### src/rtl/biriscv_div_sched.sv
// ---------------------------------------------------------------------------------------------
// biriscv_div_sched
// Shares one iterative out-of-pipe divider between the two issue pipes.
// Requests are arbitrated round-robin in IDLE. The winner's operands are latched and the
// divider is given a one-cycle start pulse. The result is held until the writeback port takes
// it. The divider cannot abort, so an operation that is flushed after it starts is drained:
// its completion is waited for and the result is thrown away.
//
// Ports
//   clk_i, rst_ni                    clock, asynchronous active-low reset
//   reqN_valid_i/rd_i/opcode_i/
//   reqN_ra_i/rb_i (N = 0,1)         divide request from issue pipe N
//   reqN_accept_o                    combinational grant; the losing pipe holds its request
//   flush_i                          pipeline squash
//   div_valid_o/opcode_o/ra_o/rb_o   start pulse and latched operands to the divider
//   div_complete_i/div_result_i      divider done pulse and its result
//   wb_valid_o/rd_o/result_o         result waiting for writeback
//   wb_accept_i                      writeback port takes the result
//   busy_o, busy_rd_o                hazard scoreboard view of the in-flight operation
//   busy_cycles_o                    saturating count of busy cycles
// ---------------------------------------------------------------------------------------------
module biriscv_div_sched #(
   parameter int unsigned CNT_W = 16
) (
   input  logic             clk_i,
   input  logic             rst_ni,

   input  logic             req0_valid_i,
   input  logic [4:0]       req0_rd_i,
   input  logic [31:0]      req0_opcode_i,
   input  logic [31:0]      req0_ra_i,
   input  logic [31:0]      req0_rb_i,
   output logic             req0_accept_o,

   input  logic             req1_valid_i,
   input  logic [4:0]       req1_rd_i,
   input  logic [31:0]      req1_opcode_i,
   input  logic [31:0]      req1_ra_i,
   input  logic [31:0]      req1_rb_i,
   output logic             req1_accept_o,

   input  logic             flush_i,

   output logic             div_valid_o,
   output logic [31:0]      div_opcode_o,
   output logic [31:0]      div_ra_o,
   output logic [31:0]      div_rb_o,
   input  logic             div_complete_i,
   input  logic [31:0]      div_result_i,

   output logic             wb_valid_o,
   output logic [4:0]       wb_rd_o,
   output logic [31:0]      wb_result_o,
   input  logic             wb_accept_i,

   output logic             busy_o,
   output logic [4:0]       busy_rd_o,
   output logic [CNT_W-1:0] busy_cycles_o
);

   typedef enum logic [2:0] {StIdle, StIssue, StWait, StWb, StDrain} state_e;

   state_e            state_q, state_d;
   logic              last_grant_q, last_grant_d;  // pipe that won the last contended grant
   logic [4:0]        rd_q, rd_d;
   logic [31:0]       opcode_q, opcode_d;
   logic [31:0]       ra_q, ra_d;
   logic [31:0]       rb_q, rb_d;
   logic [31:0]       result_q, result_d;
   logic [CNT_W-1:0]  cnt_q, cnt_d;
   logic              grant0, grant1;

   // Next state, grants and operand capture
   always_comb begin
      state_d      = state_q;
      last_grant_d = last_grant_q;
      rd_d         = rd_q;
      opcode_d     = opcode_q;
      ra_d         = ra_q;
      rb_d         = rb_q;
      result_d     = result_q;
      grant0       = 1'b0;
      grant1       = 1'b0;

      unique case (state_q)
         StIdle: begin
            if (!flush_i) begin
               // On contention the pipe that did not win last time goes first
               grant0 = req0_valid_i && (!req1_valid_i || last_grant_q);
               grant1 = req1_valid_i && (!req0_valid_i || !last_grant_q);
            end
            if (grant0) begin
               rd_d     = req0_rd_i;
               opcode_d = req0_opcode_i;
               ra_d     = req0_ra_i;
               rb_d     = req0_rb_i;
               state_d  = StIssue;
               if (req1_valid_i) last_grant_d = 1'b0;
            end else if (grant1) begin
               rd_d     = req1_rd_i;
               opcode_d = req1_opcode_i;
               ra_d     = req1_ra_i;
               rb_d     = req1_rb_i;
               state_d  = StIssue;
               if (req0_valid_i) last_grant_d = 1'b1;
            end
         end
         StIssue: begin
            // The divider has already been started, so a flush here must drain
            state_d = flush_i ? StDrain : StWait;
         end
         StWait: begin
            if (div_complete_i) begin
               if (flush_i || rd_q == 5'd0) begin
                  state_d = StIdle;
               end else begin
                  result_d = div_result_i;
                  state_d  = StWb;
               end
            end else if (flush_i) begin
               state_d = StDrain;
            end
         end
         StWb: begin
            // A flush beats a simultaneous writeback accept
            if (flush_i || wb_accept_i) state_d = StIdle;
         end
         StDrain: begin
            if (div_complete_i) state_d = StIdle;
         end
         default: state_d = StIdle;
      endcase
   end

   // Busy counter saturates instead of wrapping
   always_comb begin
      cnt_d = cnt_q;
      if (state_q != StIdle && cnt_q != {CNT_W{1'b1}}) cnt_d = cnt_q + CNT_W'(1);
   end

   always_ff @(posedge clk_i or negedge rst_ni) begin
      if (!rst_ni) begin
         state_q      <= StIdle;
         last_grant_q <= 1'b1;
         rd_q         <= '0;
         opcode_q     <= '0;
         ra_q         <= '0;
         rb_q         <= '0;
         result_q     <= '0;
         cnt_q        <= '0;
      end else begin
         state_q      <= state_d;
         last_grant_q <= last_grant_d;
         rd_q         <= rd_d;
         opcode_q     <= opcode_d;
         ra_q         <= ra_d;
         rb_q         <= rb_d;
         result_q     <= result_d;
         cnt_q        <= cnt_d;
      end
   end

   always_comb begin
      req0_accept_o = grant0;
      req1_accept_o = grant1;
      div_valid_o   = (state_q == StIssue);
      div_opcode_o  = opcode_q;
      div_ra_o      = ra_q;
      div_rb_o      = rb_q;
      wb_valid_o    = (state_q == StWb);
      wb_rd_o       = wb_valid_o ? rd_q : 5'd0;
      wb_result_o   = wb_valid_o ? result_q : 32'd0;
      busy_o        = (state_q != StIdle);
      // A draining op never writes back, so it holds no register hazard
      busy_rd_o     = (state_q == StIssue || state_q == StWait || state_q == StWb) ? rd_q : 5'd0;
      busy_cycles_o = cnt_q;
   end

endmodule

### config.mk
export PLATFORM = sky130hd
export DESIGN_NAME = biriscv_div_sched
export DESIGN_NICKNAME = d
export VERILOG_FILES = /design/src/rtl/biriscv_div_sched.sv
export SDC_FILE = /design/constraint.sdc
export NUM_CORES = 1
export LEC_CHECK = 0
export ABC_AREA = 1
export BUFFER_PORTS_ARGS = -buffer_cell sky130_fd_sc_hd__clkbuf_2
export CAP_MARGIN = 20
export CORE_AREA = 2 2 155 157
export DETAILED_ROUTE_END_ITERATION = 7
export DIE_AREA = 0 0 157 159
export HOLD_SLACK_MARGIN = 0.02
export PLACE_DENSITY = 0.64
export SYNTH_ARGS = -nofsm -noshare
export SYNTH_HDL_FRONTEND = slang
export SYNTH_SLANG_ARGS = --single-unit
### constraint.sdc
create_clock -name clk_i -period 4.06 [get_ports clk_i]
set_input_delay 0 -clock clk_i [delete_from_list [all_inputs] [get_ports clk_i]]
set_output_delay 0 -clock clk_i [all_outputs]
set_load 0.02 [all_outputs]
=== After elaboration in Yosys (flattened, before gate mapping) ===
Index checks and enable logic that the tools add are counted.

* Bits in registers: 153
* Latch bits: 0
* Bits in writable memories: 0
* Memory bits (read-only): 0
* Input port bits: 241
* Output and inout bits: 159
* Logic and storage cells: 71
* Memories kept: 0

* Add/sub/neg operators: 1
* Multipliers: 0
* Divide/modulo/power cells: 0
* $lt $le $gt $ge: 0
* Equal/unequal tests: 10
* Shift-type cells: 0
* Multiplexer cells: 30
* Bitwise gates (word level): 1
* Reductions and logical operators: 21

{| class="wikitable"
|+ Operators by type and width
! cell !! count
|-
| $mux 32 || 7
|-
| $mux 3 || 7
|-
| $mux 5 || 4
|-
| $add 16x1->16 const B || 1
|-
| $ne 16x16->1 const B || 1
|-
| $pmux 3 s5 || 1
|-
| $mux 1 || 10
|-
| $reduce_and 4->1 || 2
|-
| $eq 3x2->1 const B || 2
|-
| $logic_or 1x1->1 || 6
|-
| $ne 3x3->1 const B || 2
|-
| $logic_not 5->1 || 1
|-
| $ne 2x2->1 const B || 2
|-
| $reduce_bool 2->1 || 2
|-
| $eq 3x1->1 const B || 1
|-
| $eq 3x3->1 const B || 1
|-
| $logic_and 1x1->1 || 3
|-
| $logic_not 1->1 || 3
|-
| $logic_not 3->1 || 1
|-
| $reduce_and 3->1 || 1
|-
| $reduce_bool 3->1 || 1
|-
| $mux 2 || 1
|-
| $ne 2x1->1 const B || 1
|-
| $reduce_and 2->1 || 1
|-
| $not 1->1 || 1
|}

=== Longest topological paths before layout ===
* Depth in word-level cells: 8
* Depth in mapped cells: 11

=== Worst setup path before layout ===
No wires, ideal clock.

* Kind: flip-flop to flip-flop
* From: register cnt_q[0], in the netlist busy_cycles_o[0]
* To: register cnt_q[3], in the netlist busy_cycles_o[3]
* Setup time: 0.117 ns
* Arrival: 1.594 ns
* Data required time: 3.943 ns
* Setup slack: 2.349 ns
* Stages on the path, launching flop included: 12
* Path buffers: 1
* Clock period less this slack: 1.711 ns
* Cells stage by stage: dfrtp_1 > ha_1 > nand3_1 > inv_1 > nand2_1 > inv_1 > nand2_1 > nand2_4 > inv_2 > buf_6 > nand2_1 > nand2_1

* Longest elaborated chain between the ends: 2
* Elaborated cells between the ends (all ways): 3
* Classes of those cells: 1 x add/sub; 1 x eq/ne; 1 x reduce/logical

{| class="wikitable"
|+ RTL lines
! element !! line !! RTL
|-
| start, declared || 70 || <nowiki>logic [CNT_W-1:0] cnt_q, cnt_d;</nowiki>
|-
| start signal, assigned || 159 || <nowiki>cnt_q <= cnt_d;</nowiki>
|-
| parallel branches: the longest is 2 deep, another holds $add 16x1->16 || -- ||
|}

Several ways; the timed one is not identified.
A chain may end at the register's enable or synchronous reset.

=== Worst setup path in the final report ===
* From: register last_grant_q
* To: register rb_q[11], in the netlist div_rb_o[11]

* Longest elaborated chain between the ends: 7
* Elaborated cells between the ends (all ways): 12
* Classes of those cells: 5 x mux; 7 x reduce/logical

{| class="wikitable"
|+ RTL lines
! element !! line !! RTL
|-
| start, declared || 64 || <nowiki>logic last_grant_q, last_grant_d;</nowiki>
|-
| start signal, assigned || 153 || <nowiki>last_grant_q <= last_grant_d;</nowiki>
|-
| $logic_not 1->1 || 90 || <nowiki>grant1 = req1_valid_i && (!req0_valid_i || !last_grant_q);</nowiki>
|-
| $logic_or 1x1->1 || 90 ||
|-
| $logic_and 1x1->1 || 90 ||
|-
| $mux 1 || 87 || <nowiki>if (!flush_i) begin</nowiki>
|-
| $mux 1 || 85 || <nowiki>unique case (state_q)</nowiki>
|-
| $reduce_bool 2->1 (no line) || -- ||
|-
| $reduce_and 2->1 (no line) || -- ||
|-
| end signal, assigned || 157 || <nowiki>rb_q <= rb_d;</nowiki>
|-
| end, declared || 68 || <nowiki>logic [31:0] rb_q, rb_d;</nowiki>
|}

Parallel ways exist; a longest one is shown, timed or not. The select of a mux whose other input is x is not followed.

==> metrics.md <==
| Metric | Value |
|---|---|
| Clock latency on the worst-skew pair | `roughly 0.43 ns` |
| Worst-Margin Slew | `0.688 ns` |
| Starting Density | `about a third` |
| Synthesis-stage register bit count | `around 150` |
| Share of layout cells above drive strength 1 | `25.6%` |
| Layout Skew | `0.0193 ns` |
| # clock sinks | `153` |
| Final hold viol count | `0` |
| Iter 0 DRT Violations | `about 600` |
| Dpl hpwl | `19100 um` |
| Fin crit share | `approximately three quarters` |
| Drt wl/cell | `roughly 14 um` |
| First-pass GRT wire length | `between 40000 and 50000 um` |
| CP Max Fanout | `57` |
| Synth cell types | `24` |
| Tmin final | `3.07 ns` |
| Core area | `23200 um2` |
| Sum Neg Setup Slack | `0 ns` |
| Die ar. | `between 20000 and 25000 um2` |
| Sequential share of power | `32.7%` |
| Maxcap violations | `0` |
| Grt ovf | `0` |
| Status | `finished, final reports clean` |
| DRC violations left | `0` |
| DR vias/cell | `4.61` |
| Sw Ratio | `between 40% and 50%` |
| Clock power share | `20.4%` |
| Post-CTS setup buffer count | `0` |
| Crit-path cells | `inv_1 -> nand2_4 -> nand2_4 -> buf_4 -> nand2_1 -> nand2_1 -> dlygate4sd3_1 -> nand2_1 -> o21ai_1` |
| Post-synthesis sequential area ratio | `47.2%` |
| Peak supply drop | `~360 uV` |
| Mapped Cells | `1149` |
| Worst Path Required | `4.34 ns` |
| Hold WS | `0.0333 ns` |
| Unrepaired setup endpoints after global routing | `false` |
| Lkg Pwr | `7.30 nW` |
| Max Fclk | `around 0.33 GHz` |
| Final instance area | `13200 um2` |
| PD cells | `592 nW/um2` |
| Area post-placement | `about 10000 um2` |
| I/O pin count | `400` |
| Crit path capture type | `flop` |
| Resized Gates After CTS | `0` |
| Comb pwr share | `46.9%` |
| DR vias | `9612` |
| Die width | `157 um` |
| Inst Count DP | `1807` |
| Int Pwr | `4.37 mW` |
| Slowest stage delay, CP | `0.57 ns` |
| GP Congestion | `0.865` |
| CP Launch Type | `flop` |
| PortBufs | `399` |
| Avg Inst Size Synth | `7.06 um2` |
| Area Growth Syn to Fin | `63.2%` |
| Chip height | `about 160 um` |
| Nets@finish | `1990` |
| Slew margin rel. | `54.2%` |
| Most used cell along the critical path | `nand2_1` |
| H-tree depth | `4` |
| DRT Wirelength | `29600 um` |
| Clock Root Buffer | `clkbuf_16` |
| DRT Pass-1 Iters | `5` |
| Tot GR Track Use | `23.6%` |
| Slowest CP cell | `dlygate4sd3_1` |
| Post-DRT Antenna Nets | `0` |
| Clock transition at path regs | `0.06 ns` |
| Final Setup Violations | `0` |
| Netlist Area Pre-Place | `between 8000 and 9000 um2` |
| Vias in the first global route | `roughly 9.5k` |
| Initial antenna violation count | `4` |
| Cell Count, Final, Fillers Out | `2083` |
| Clock buffer depth | `2` |
| Crit Path Class | `reg2reg` |
| TritonCTS clock tree | `done` |
| Switching component of the power | `3.46 mW` |
| Pin count of the biggest net entering global routing | `131` |
| CP top delay family | `simple AND/OR/NAND/NOR gates` |
| CP bufs+invs | `3` |
| Row count | `56` |
| Min-Delay Path Class | `in2reg` |
| Crit path DAT | `3.35 ns` |
| Synthesized Nets | `1391` |
| Synth Warn # | `0` |
| Pins Over Slew Limit | `0` |
| Total CTS buffers | `17` |
## power by group through the flow
stage / clock [mW] / sequential (mW) / combinational, mW
floorplan: 0 / 3.12 / 1.68
global route: 1.70 / 2.64 / 4.04
finish: 1.60 / 2.57 / 3.67
CTS: 1.64 / 2.56 / 3.66
detailed placement: 0 / 2.57 / 3.37
global placement: 0 / 2.56 / 3.30
## Yosys cell counts
cell type / n / area (um2)
buf_1: 7 / 26.3
clkbuf_1: 12 / 45.0
nor3_1: 3 / 15.0
ha_1: 1 / 12.5
inv_2: 5 / 18.8
buf_4: 4 / 30.0
xnor2_1: 7 / 61.3
nand2_4: 1 / 11.3
o21ai_1: 89 / 445
a21oi_4: 1 / 16.3
nand4_1: 7 / 43.8
nand3_1: 114 / 571
a21oi_1: 32 / 160
inv_1: 150 / 563
nor2_2: 1 / 6.26
o22ai_1: 1 / 6.26
dfrtp_1: 152 / 3800
buf_2: 35 / 175
dfstp_2: 1 / 26.3
nor2_1: 97 / 364
buf_6: 10 / 113
o21ai_0: 19 / 95.1
nand2_1: 399 / 1500
nand2_2: 1 / 6.26
## cells by family (layout without fill, tap and decap cells)
| kind of cell | count (synthesis) | count (layout) | synth area share [%] |
|---|---|---|---|
| other | 0 | 3 | 0 |
| AND/OR/NAND/NOR | 623 | 623 | 31.0 |
| flip-flops | 153 | 153 | 47.2 |
| AO/OA/AOI/OAI | 142 | 142 | 8.91 |
| adder cells (fa/ha/maj) | 1 | 1 | 0.154 |
| buffers and inverters | 223 | 835 | 12.0 |
| XOR/XNOR | 7 | 7 | 0.756 |
## cells in the final DEF, fill, tap and decap left out, types with 4 or more instances in the layout
cell and n:
dlygate4sd3_1 240, nand2_1 397, clkbuf_16 17, nor2_1 96, nand4_1 7, inv_2 5
o21ai_0 19, dfrtp_1 152, buf_4 6, a21oi_1 32, inv_6 4, o21ai_1 89
clkinvlp_4 4, clkbuf_2 398, inv_1 150, xnor2_1 7, nand3_1 114
## metrics by stage
stage	setup slack, ns	total power, mW	util (%)
floorplan	2.35	4.79	-
global placement	1.45	5.87	44.1
detailed placement	1.38	5.94	44.1
CTS	0.983	7.85	57.0
global route	0.800	8.39	57.1
finish	0.994	7.84	57.1
## worst register-to-register path, delay by kind of cell (launching register included)
kind,cells,cell delay [ns]
flops,1,0.53
compound gates,1,0.07
simple gates,5,1.25
buf+inv,3,1.08
## worst paths after layout
check | startpoint | endpoint | slack [ns] | depth (start not counted)
min in group asynchronous | rst_ni | busy_cycles_o[0] | 0.15 | 2
max in group asynchronous | rst_ni | div_rb_o[11] | 3.03 | 3
min | flush_i | state_q[1] | 0.03 | 4
min reg2reg | result_q[27] | result_q[27] | 0.52 | 2
max | last_grant_q | div_rb_o[11] | 0.99 | 9
max reg2reg | last_grant_q | div_rb_o[11] | 0.99 | 9
## registers in the layout, indices dropped and copies added, names as in the netlist
register and count:
div_opcode_o 32, div_ra_o 32, div_rb_o 32, result_q 32, busy_cycles_o 16, rd_q 5, state_q 3, last_grant_q 1
## final cells by class
class | count | area, um2
fill | 2064 | 9950
timing repair buffer | 648 | 4510
sequential | 153 | 3830
multi-input combinational | 773 | 3330
inverter | 155 | 582
clock buffer | 20 | 437
tap | 319 | 399
clock inverter | 12 | 143
antenna | 3 | 7.51
## layer usage
| metal | vias up | part of all wire, % | global-route usage (%) |
|---|---|---|---|
| met5 | - | 0.11 | 0 |
| met1 | 4389 | 39 | 27.2 |
| met4 | 4 | 3.0 | 9.42 |
| met2 | 404 | 50 | 41.4 |
| li1 | 4751 | - | - |
| met3 | 64 | 8.0 | 6.34 |
## repair_timing
item / CTS / global route
endpoints found under the setup margin: 0 / 0
hold endpoints to repair: 209 / 0
hold buffers: 240 / 0
Note: power is estimated with default switching activity, not from simulation.
